===== src/rtl/fetch_stage_if.sv =====
// Bundle between the fetch stage, instruction memory, hazard/branch logic and
// the IF/ID consumer. The master side is the fetch stage itself.
interface fetch_stage_if #(
  parameter int PC_WIDTH    = 10,
  parameter int INSTR_WIDTH = 16
);
  logic [INSTR_WIDTH-1:0] iInstruction;
  logic                   iStall;
  logic                   iBranchTaken;
  logic [PC_WIDTH-1:0]    iBranchTarget;
  logic [PC_WIDTH-1:0]    oAddressPC;
  logic [INSTR_WIDTH-1:0] oInstruction_ID;
  logic [PC_WIDTH-1:0]    oPC_ID;
  logic [PC_WIDTH-1:0]    oPCNext_ID;
  logic                   oValid_ID;
  logic                   oHalted;
  logic [15:0]            oFetchCount;
  logic [1:0]             dbgState;

  modport master (
    input  iInstruction, iStall, iBranchTaken, iBranchTarget,
    output oAddressPC, oInstruction_ID, oPC_ID, oPCNext_ID,
           oValid_ID, oHalted, oFetchCount, dbgState
  );

  modport slave (
    output iInstruction, iStall, iBranchTaken, iBranchTarget,
    input  oAddressPC, oInstruction_ID, oPC_ID, oPCNext_ID,
           oValid_ID, oHalted, oFetchCount, dbgState
  );
endinterface


===== src/rtl/fetch_stage.sv =====
// Instruction-fetch stage: owns the PC, drives instruction-memory address and
// loads the IF/ID register, honouring branch redirects, stalls and halt.
module fetch_stage #(
  parameter int                  PC_WIDTH    = 10,
  parameter int                  INSTR_WIDTH = 16,
  parameter logic [PC_WIDTH-1:0] RESET_PC    = '0,
  parameter logic [5:0]          HALT_OP     = 6'h3F
) (
  input logic          Clock,
  input logic          Reset,
  fetch_stage_if.master bus
);

  typedef enum logic [1:0] {S_START, S_RUN, S_HALT} state_t;

  state_t                 state, stateNext;
  logic [PC_WIDTH-1:0]    pc, pcNext;
  logic [INSTR_WIDTH-1:0] instrId, instrIdNext;
  logic [PC_WIDTH-1:0]    pcId, pcIdNext;
  logic [PC_WIDTH-1:0]    pcPlusId, pcPlusIdNext;
  logic                   validId, validIdNext;
  logic                   halted;
  logic [15:0]            fetchCount, fetchCountNext;
  logic                   isHaltOp;

  // IF/ID handshake: oValid_ID=1 marks a real instruction for ID; iStall is the
  // downstream "not ready" and freezes both the PC and the IF/ID register.
  assign isHaltOp = (bus.iInstruction[INSTR_WIDTH-1 -: 6] == HALT_OP);

  always_ff @(posedge Clock or negedge Reset) begin
    if (!Reset) begin
      state      <= S_START;
      pc         <= RESET_PC;
      instrId    <= '0;
      pcId       <= '0;
      pcPlusId   <= '0;
      validId    <= 1'b0;
      halted     <= 1'b0;
      fetchCount <= '0;
    end else begin
      state      <= stateNext;
      pc         <= pcNext;
      instrId    <= instrIdNext;
      pcId       <= pcIdNext;
      pcPlusId   <= pcPlusIdNext;
      validId    <= validIdNext;
      halted     <= (stateNext == S_HALT);
      fetchCount <= fetchCountNext;
    end
  end

  always_comb begin
    stateNext      = state;
    pcNext         = pc;
    instrIdNext    = instrId;
    pcIdNext       = pcId;
    pcPlusIdNext   = pcPlusId;
    validIdNext    = validId;
    fetchCountNext = fetchCount;
    case (state)
      S_START: stateNext = S_RUN;
      S_RUN: begin
        if (bus.iBranchTaken) begin
          pcNext      = bus.iBranchTarget;
          validIdNext = 1'b0;
          instrIdNext = '0;
        end else if (!bus.iStall) begin
          instrIdNext    = bus.iInstruction;
          pcIdNext       = pc;
          pcPlusIdNext   = pc + 1'b1;
          validIdNext    = 1'b1;
          fetchCountNext = (fetchCount == 16'hFFFF) ? fetchCount : fetchCount + 16'd1;
          // The halt word itself is delivered; only the PC stops advancing.
          if (isHaltOp) stateNext = S_HALT;
          else          pcNext    = pc + 1'b1;
        end
      end
      S_HALT: begin
        if (bus.iBranchTaken) begin
          pcNext      = bus.iBranchTarget;
          validIdNext = 1'b0;
          stateNext   = S_RUN;
        end else if (!bus.iStall) begin
          validIdNext = 1'b0;
        end
      end
      default: stateNext = S_START;
    endcase
  end

  assign bus.oAddressPC      = pc;
  assign bus.oInstruction_ID = instrId;
  assign bus.oPC_ID          = pcId;
  assign bus.oPCNext_ID      = pcPlusId;
  assign bus.oValid_ID       = validId;
  assign bus.oHalted         = halted;
  assign bus.oFetchCount     = fetchCount;
  assign bus.dbgState        = state;

endmodule


===== src/flat_wrapper.sv =====
// flat-port wrapper written by rule: the top's interface ports become plain ports
module fetch_stage_flat 
#(
  parameter int                  PC_WIDTH    = 10,
  parameter int                  INSTR_WIDTH = 16,
  parameter logic [PC_WIDTH-1:0] RESET_PC    = '0,
  parameter logic [5:0]          HALT_OP     = 6'h3F
)
  (Clock, Reset, bus_iInstruction, bus_iStall, bus_iBranchTaken, bus_iBranchTarget, bus_oAddressPC, bus_oInstruction_ID, bus_oPC_ID, bus_oPCNext_ID, bus_oValid_ID, bus_oHalted, bus_oFetchCount, bus_dbgState);
  fetch_stage_if #(.PC_WIDTH(PC_WIDTH), .INSTR_WIDTH(INSTR_WIDTH)) bus_i ();
  input logic Clock;
  input logic Reset;
  input wire logic [$bits(bus_i.iInstruction)-1:0] bus_iInstruction;
  input wire logic [$bits(bus_i.iStall)-1:0] bus_iStall;
  input wire logic [$bits(bus_i.iBranchTaken)-1:0] bus_iBranchTaken;
  input wire logic [$bits(bus_i.iBranchTarget)-1:0] bus_iBranchTarget;
  output wire logic [$bits(bus_i.oAddressPC)-1:0] bus_oAddressPC;
  output wire logic [$bits(bus_i.oInstruction_ID)-1:0] bus_oInstruction_ID;
  output wire logic [$bits(bus_i.oPC_ID)-1:0] bus_oPC_ID;
  output wire logic [$bits(bus_i.oPCNext_ID)-1:0] bus_oPCNext_ID;
  output wire logic [$bits(bus_i.oValid_ID)-1:0] bus_oValid_ID;
  output wire logic [$bits(bus_i.oHalted)-1:0] bus_oHalted;
  output wire logic [$bits(bus_i.oFetchCount)-1:0] bus_oFetchCount;
  output wire logic [$bits(bus_i.dbgState)-1:0] bus_dbgState;
  assign bus_i.iInstruction = bus_iInstruction;
  assign bus_i.iStall = bus_iStall;
  assign bus_i.iBranchTaken = bus_iBranchTaken;
  assign bus_i.iBranchTarget = bus_iBranchTarget;
  assign bus_oAddressPC = bus_i.oAddressPC;
  assign bus_oInstruction_ID = bus_i.oInstruction_ID;
  assign bus_oPC_ID = bus_i.oPC_ID;
  assign bus_oPCNext_ID = bus_i.oPCNext_ID;
  assign bus_oValid_ID = bus_i.oValid_ID;
  assign bus_oHalted = bus_i.oHalted;
  assign bus_oFetchCount = bus_i.oFetchCount;
  assign bus_dbgState = bus_i.dbgState;
  fetch_stage #(.PC_WIDTH(PC_WIDTH), .INSTR_WIDTH(INSTR_WIDTH), .RESET_PC(RESET_PC), .HALT_OP(HALT_OP)) u_core (.Clock(Clock), .Reset(Reset), .bus(bus_i));
endmodule

===== config.mk =====
export PLATFORM = sky130hd
export DESIGN_NAME = fetch_stage_flat
export DESIGN_NICKNAME = d
export VERILOG_FILES = /design/src/rtl/fetch_stage_if.sv /design/src/rtl/fetch_stage.sv /design/src/flat_wrapper.sv
export SDC_FILE = /design/constraint.sdc
export NUM_CORES = 1
export LEC_CHECK = 0
export ABC_CLOCK_PERIOD_IN_PS = 2100
export CORE_UTILIZATION = 35
export DETAILED_ROUTE_END_ITERATION = 8
export GPL_TIMING_DRIVEN = 1
export PLACE_DENSITY = 0.68
export SETUP_SLACK_MARGIN = 0.05
export SLEW_MARGIN = 20
export SYNTH_ARGS = -nofsm -noshare
export SYNTH_HDL_FRONTEND = slang
export SYNTH_SLANG_ARGS = --single-unit

===== constraint.sdc =====
create_clock -name Clock -period 2.1 [get_ports Clock]
set_input_delay 0.63 -clock Clock [delete_from_list [all_inputs] [get_ports Clock]]
set_output_delay 0.63 -clock Clock [all_outputs]
set_load 0.02 [all_outputs]

==> metrics.csv <==
stage;metric;value;unit
yosys;xor/xnor share of the synthesized area;6.59;%
power_and_ir_drop;Power, Total;0.00377;W
critical_path;Critical R2R Launch;u_core.bus.oFetchCount[8];
yosys;Yosys reg bits;66;
yosys;Post-Syn Instances;285;
final_layout;Final nets;423;
placed_design;pre-CTS worst setup slack;-0.343;ns
detailed_routing;routed wire length;7.00;mm
critical_path;Worst path max stage delay;0.63;ns
critical_path;worst-case reg-to-reg path depth;5;
detailed_routing;remaining antenna violation count;0;
critical_path;crit path max fanout;5;
detailed_routing;DRT iter0 DRCs;91;
sta;worst-margin pin slew;0.358;ns
final_layout;fraction of layout cells with a size suffix above 1;10.4;%
clock_network;CTS tree;yes;
yosys;synth top area cells;dfrtp_1 (56%), nand2_1 (7.6%), a22o_1 (4.8%);
critical_path;CP top delay family;buffers and inverters;
critical_path;R2R setup slack;0.23;ns
yosys;Mapped Nets;317;
critical_path;CP endpoint kind;output port;
final_layout;fin cells;496;
sta;clock skew;0.00730;ns
status;outcome;complete, no violations;
sta;post-route minimum period;2.01;ns
yosys;count of cell types in the netlist;44;
yosys;most common cell in the netlist;dfrtp_1;
clock_network;Clk Latency, worst-skew pair;0.33;ns
yosys;leading area contributor after synthesis;dfrtp_1;
final_layout;area of the multi-input gates;1190;µm²
yosys;cell area after synthesis;2930;µm²
clock_network;total CTS buffers;9;
critical_path;Startpoint Class;register;
yosys;Post-synth EDFFs;0;
global_routing;vias in the first global route;2302;
critical_path;cells along the critical path;clkdlybuf4s50_1;
final_layout;ANT cells;0;
critical_path;kind of critical path;register to output port;
yosys;synth cell count leaders;dfrtp_1 (66), nand2_1 (59), a22o_1 (16), o21ai_0 (16);
clock_network;Clock Tree Buf Depth;2;
power_and_ir_drop;cell area power density;890;nW/µm²
yosys;Compound-Gate Fraction of Synth Area;14.0;%
yosys;fraction of registers with async set/reset;100;%
yosys;Post-Synth Simple-Gate Area;17.9;%
critical_path;Reg2Reg Capture Point;u_core.bus.oFetchCount[1];
floorplanning;die height;93.4;µm
final_layout;Sequential Area;1650;µm²
sta;Setup WS post-layout;0.0885;ns
critical_path;slowest stage cell, crit path;clkdlybuf4s50_1;
yosys;multiplexer share of the synthesized area;1.07;%
placed_design;global placement routability congestion;0.812;
floorplanning;Initial Util;37.1;%
power_and_ir_drop;IR drop worst, VDD;0.343;mV
power_and_ir_drop;Leak;1.98;nW
floorplanning;Rows;32;
sta;Slew HR;75.9;%
critical_path;critical path startpoint;u_core.bus.oAddressPC[1];
placed_design;IO buf count;95;
yosys;area share of the largest cell type after synthesis;56.5;%
final_layout;Filler Cells Inserted;746;
sta;setup_tns;0;ns
global_routing;largest net degree at the start of global routing;67;
sta;unrepaired setup endpoints after global routing;yes;
global_routing;GR Overflow Total;0;
floorplanning;CORE AREA;7890;µm²
detailed_routing;vias post-DR;2448;
clock_network;Reg clk slew, reported paths;0.07;ns
detailed_routing;drc violations;0;
yosys;ys flop type;dfrtp_1;
clock_network;Sink Count;66;
placed_design;hpwl dp;5.05;mm
clock_network;CTS root buf;clkbuf_8;
sta;Final setup viols;0;
sta;Worst Hold Slack;0.300;ns
yosys;mean post-synth cell area;10.3;µm²
sta;Final Max Slew Viols;0;
detailed_routing;length of the first detailed-routing pass in iterations;4;
floorplanning;die area;8730;µm²
yosys;YS warnings;0;
placed_design;placed cells;481;
clock_network;H-tree depth;3;
yosys;Seq/Total Area, Yosys;56.5;%
critical_path;Crit path arrival time;1.38;ns
floorplanning;Die W;93.4;µm
final_layout;Synth-to-Final Area Change;44.9;%
sta;period utilisation layout;95.8;%
yosys;largest family of logic cells by synthesized area;simple AND/OR/NAND/NOR gates;
hold_path;min-delay worst type;input pin to async pin;
global_routing;gr usage total;17.0;%
yosys;Post-Synth Adder-Cell Area;0.855;%
critical_path;Worst EP required;1.47;ns
detailed_routing;vias per cell;4.94;
critical_path;Buf/Inv on CP;1;
sta;achievable frequency;0.497;GHz
global_routing;first-pass GRT wire length;11.4;mm
run;MaxCap Viol Count;0;
sta;Hold Fails Final Rpt;0;
floorplanning;IO Pins;96;
detailed_routing;wire length per cell;14.1;µm
global_routing;initial antenna violation count;0;
clock_network;hold-fix buffers at CTS;0;
==> how the worst max path moves through the flow <==
stage               slack (ns)                         end  cells past startpoint
detailed placement       -0.34   u_core.bus.oFetchCount[1]                      6
CTS                       0.05          bus_oFetchCount[7]                      1
finish                    0.09           bus_oAddressPC[1]                      1
global route              0.04  u_core.bus.oFetchCount[14]                      6
global placement         -0.28   u_core.bus.oFetchCount[1]                      6
floorplan                 0.06  u_core.bus.oFetchCount[10]                      7
==> power by group <==
part           switching (W)  leakage [nW]  internal (W)  total [W]
clock               0.000444         0.101      0.000596    0.00104
sequential          0.000190         0.837       0.00146    0.00165
combinational       0.000567          1.05      0.000515    0.00108
total                0.00120          1.98       0.00257    0.00377
==> repair_timing <==
item,CTS,global route
buffers inserted,0,1
gates resized for setup,15,7
pin swaps,0,2
endpoints found under the setup margin,15,9
==> cells in the final DEF (no fill, tap or decap), types with 2 or more instances in the layout <==
cell and count:
buf_4 13, a22o_1 16, xor2_1 9, nand4_1 6
nor4_1 2, inv_1 5, nand2_1 59, o22ai_1 4
nor2_1 14, clkbuf_8 11, mux2i_1 2, nand3_1 7
nor2b_1 2, and3_1 3, dfrtp_1 66, or2_2 3
o21ai_0 16, ha_1 2, clkinv_2 2, xnor2_1 13
dlygate4sd2_1 14, dlymetal6s2s_1 6, o21ai_1 3, a21oi_1 15
clkdlybuf4s50_1 74, a31oi_1 4
==> state kept, by name, summed over array words and instances, names as in the netlist <==
register,cells
u_core.bus.oFetchCount,16
u_core.bus.oInstruction_ID,16
u_core.bus.oAddressPC,10
u_core.bus.oPCNext_ID,10
u_core.bus.oPC_ID,10
u_core.bus.dbgState,2
u_core.bus.oHalted,1
u_core.bus.oValid_ID,1
==> layer usage <==
| layer | part of all wire [%] | routed length (µm) | up-vias | global-route usage (%) |
|---|---|---|---|---|
| met3 | 4.5 | 314 | 9 | 3.09 |
| met4 | 1.2 | 83 | 0 | 6.92 |
| met5 | 0 | 0 | - | 0 |
| li1 | - | - | 1195 | - |
| met1 | 46 | 3230 | 1181 | 23.4 |
| met2 | 48 | 3380 | 63 | 26.5 |
==> logic make-up (layout without fill, tap and decap cells) <==
family,after synthesis,count (layout)
flops,66,66
buf+inv,19,128
mux,3,3
simple gates,109,109
compound gates,64,64
fa+ha+maj,2,2
xor+xnor,22,22
==> metrics by stage <==
stage | util [%] | cell area [µm²]
finish | 53.7 | 4240
floorplan | - | 2930
global route | 53.7 | 4240
global placement | 51.2 | 4040
detailed placement | 51.2 | 4040
CTS | 53.4 | 4210
==> cell type report <==
| class | count | area share [%] |
|---|---|---|
| clock inverters | 3 | 0.945 |
| flip-flops and latches | 66 | 39.0 |
| well taps | 102 | 3.01 |
| multi-input cells | 200 | 28.0 |
| clock buffers | 11 | 3.57 |
| repair buffers | 109 | 25.0 |
| inverters | 5 | 0.443 |
==> worst register-to-register path: cells and delay by family, from the launching register on <==
family	cells	cell delay [ns]
compound gates	1	0.28
buf+inv	1	0.16
flops	1	0.42
mux	1	0.30
simple gates	2	0.58
Note: power is estimated with default switching activity, not from simulation.
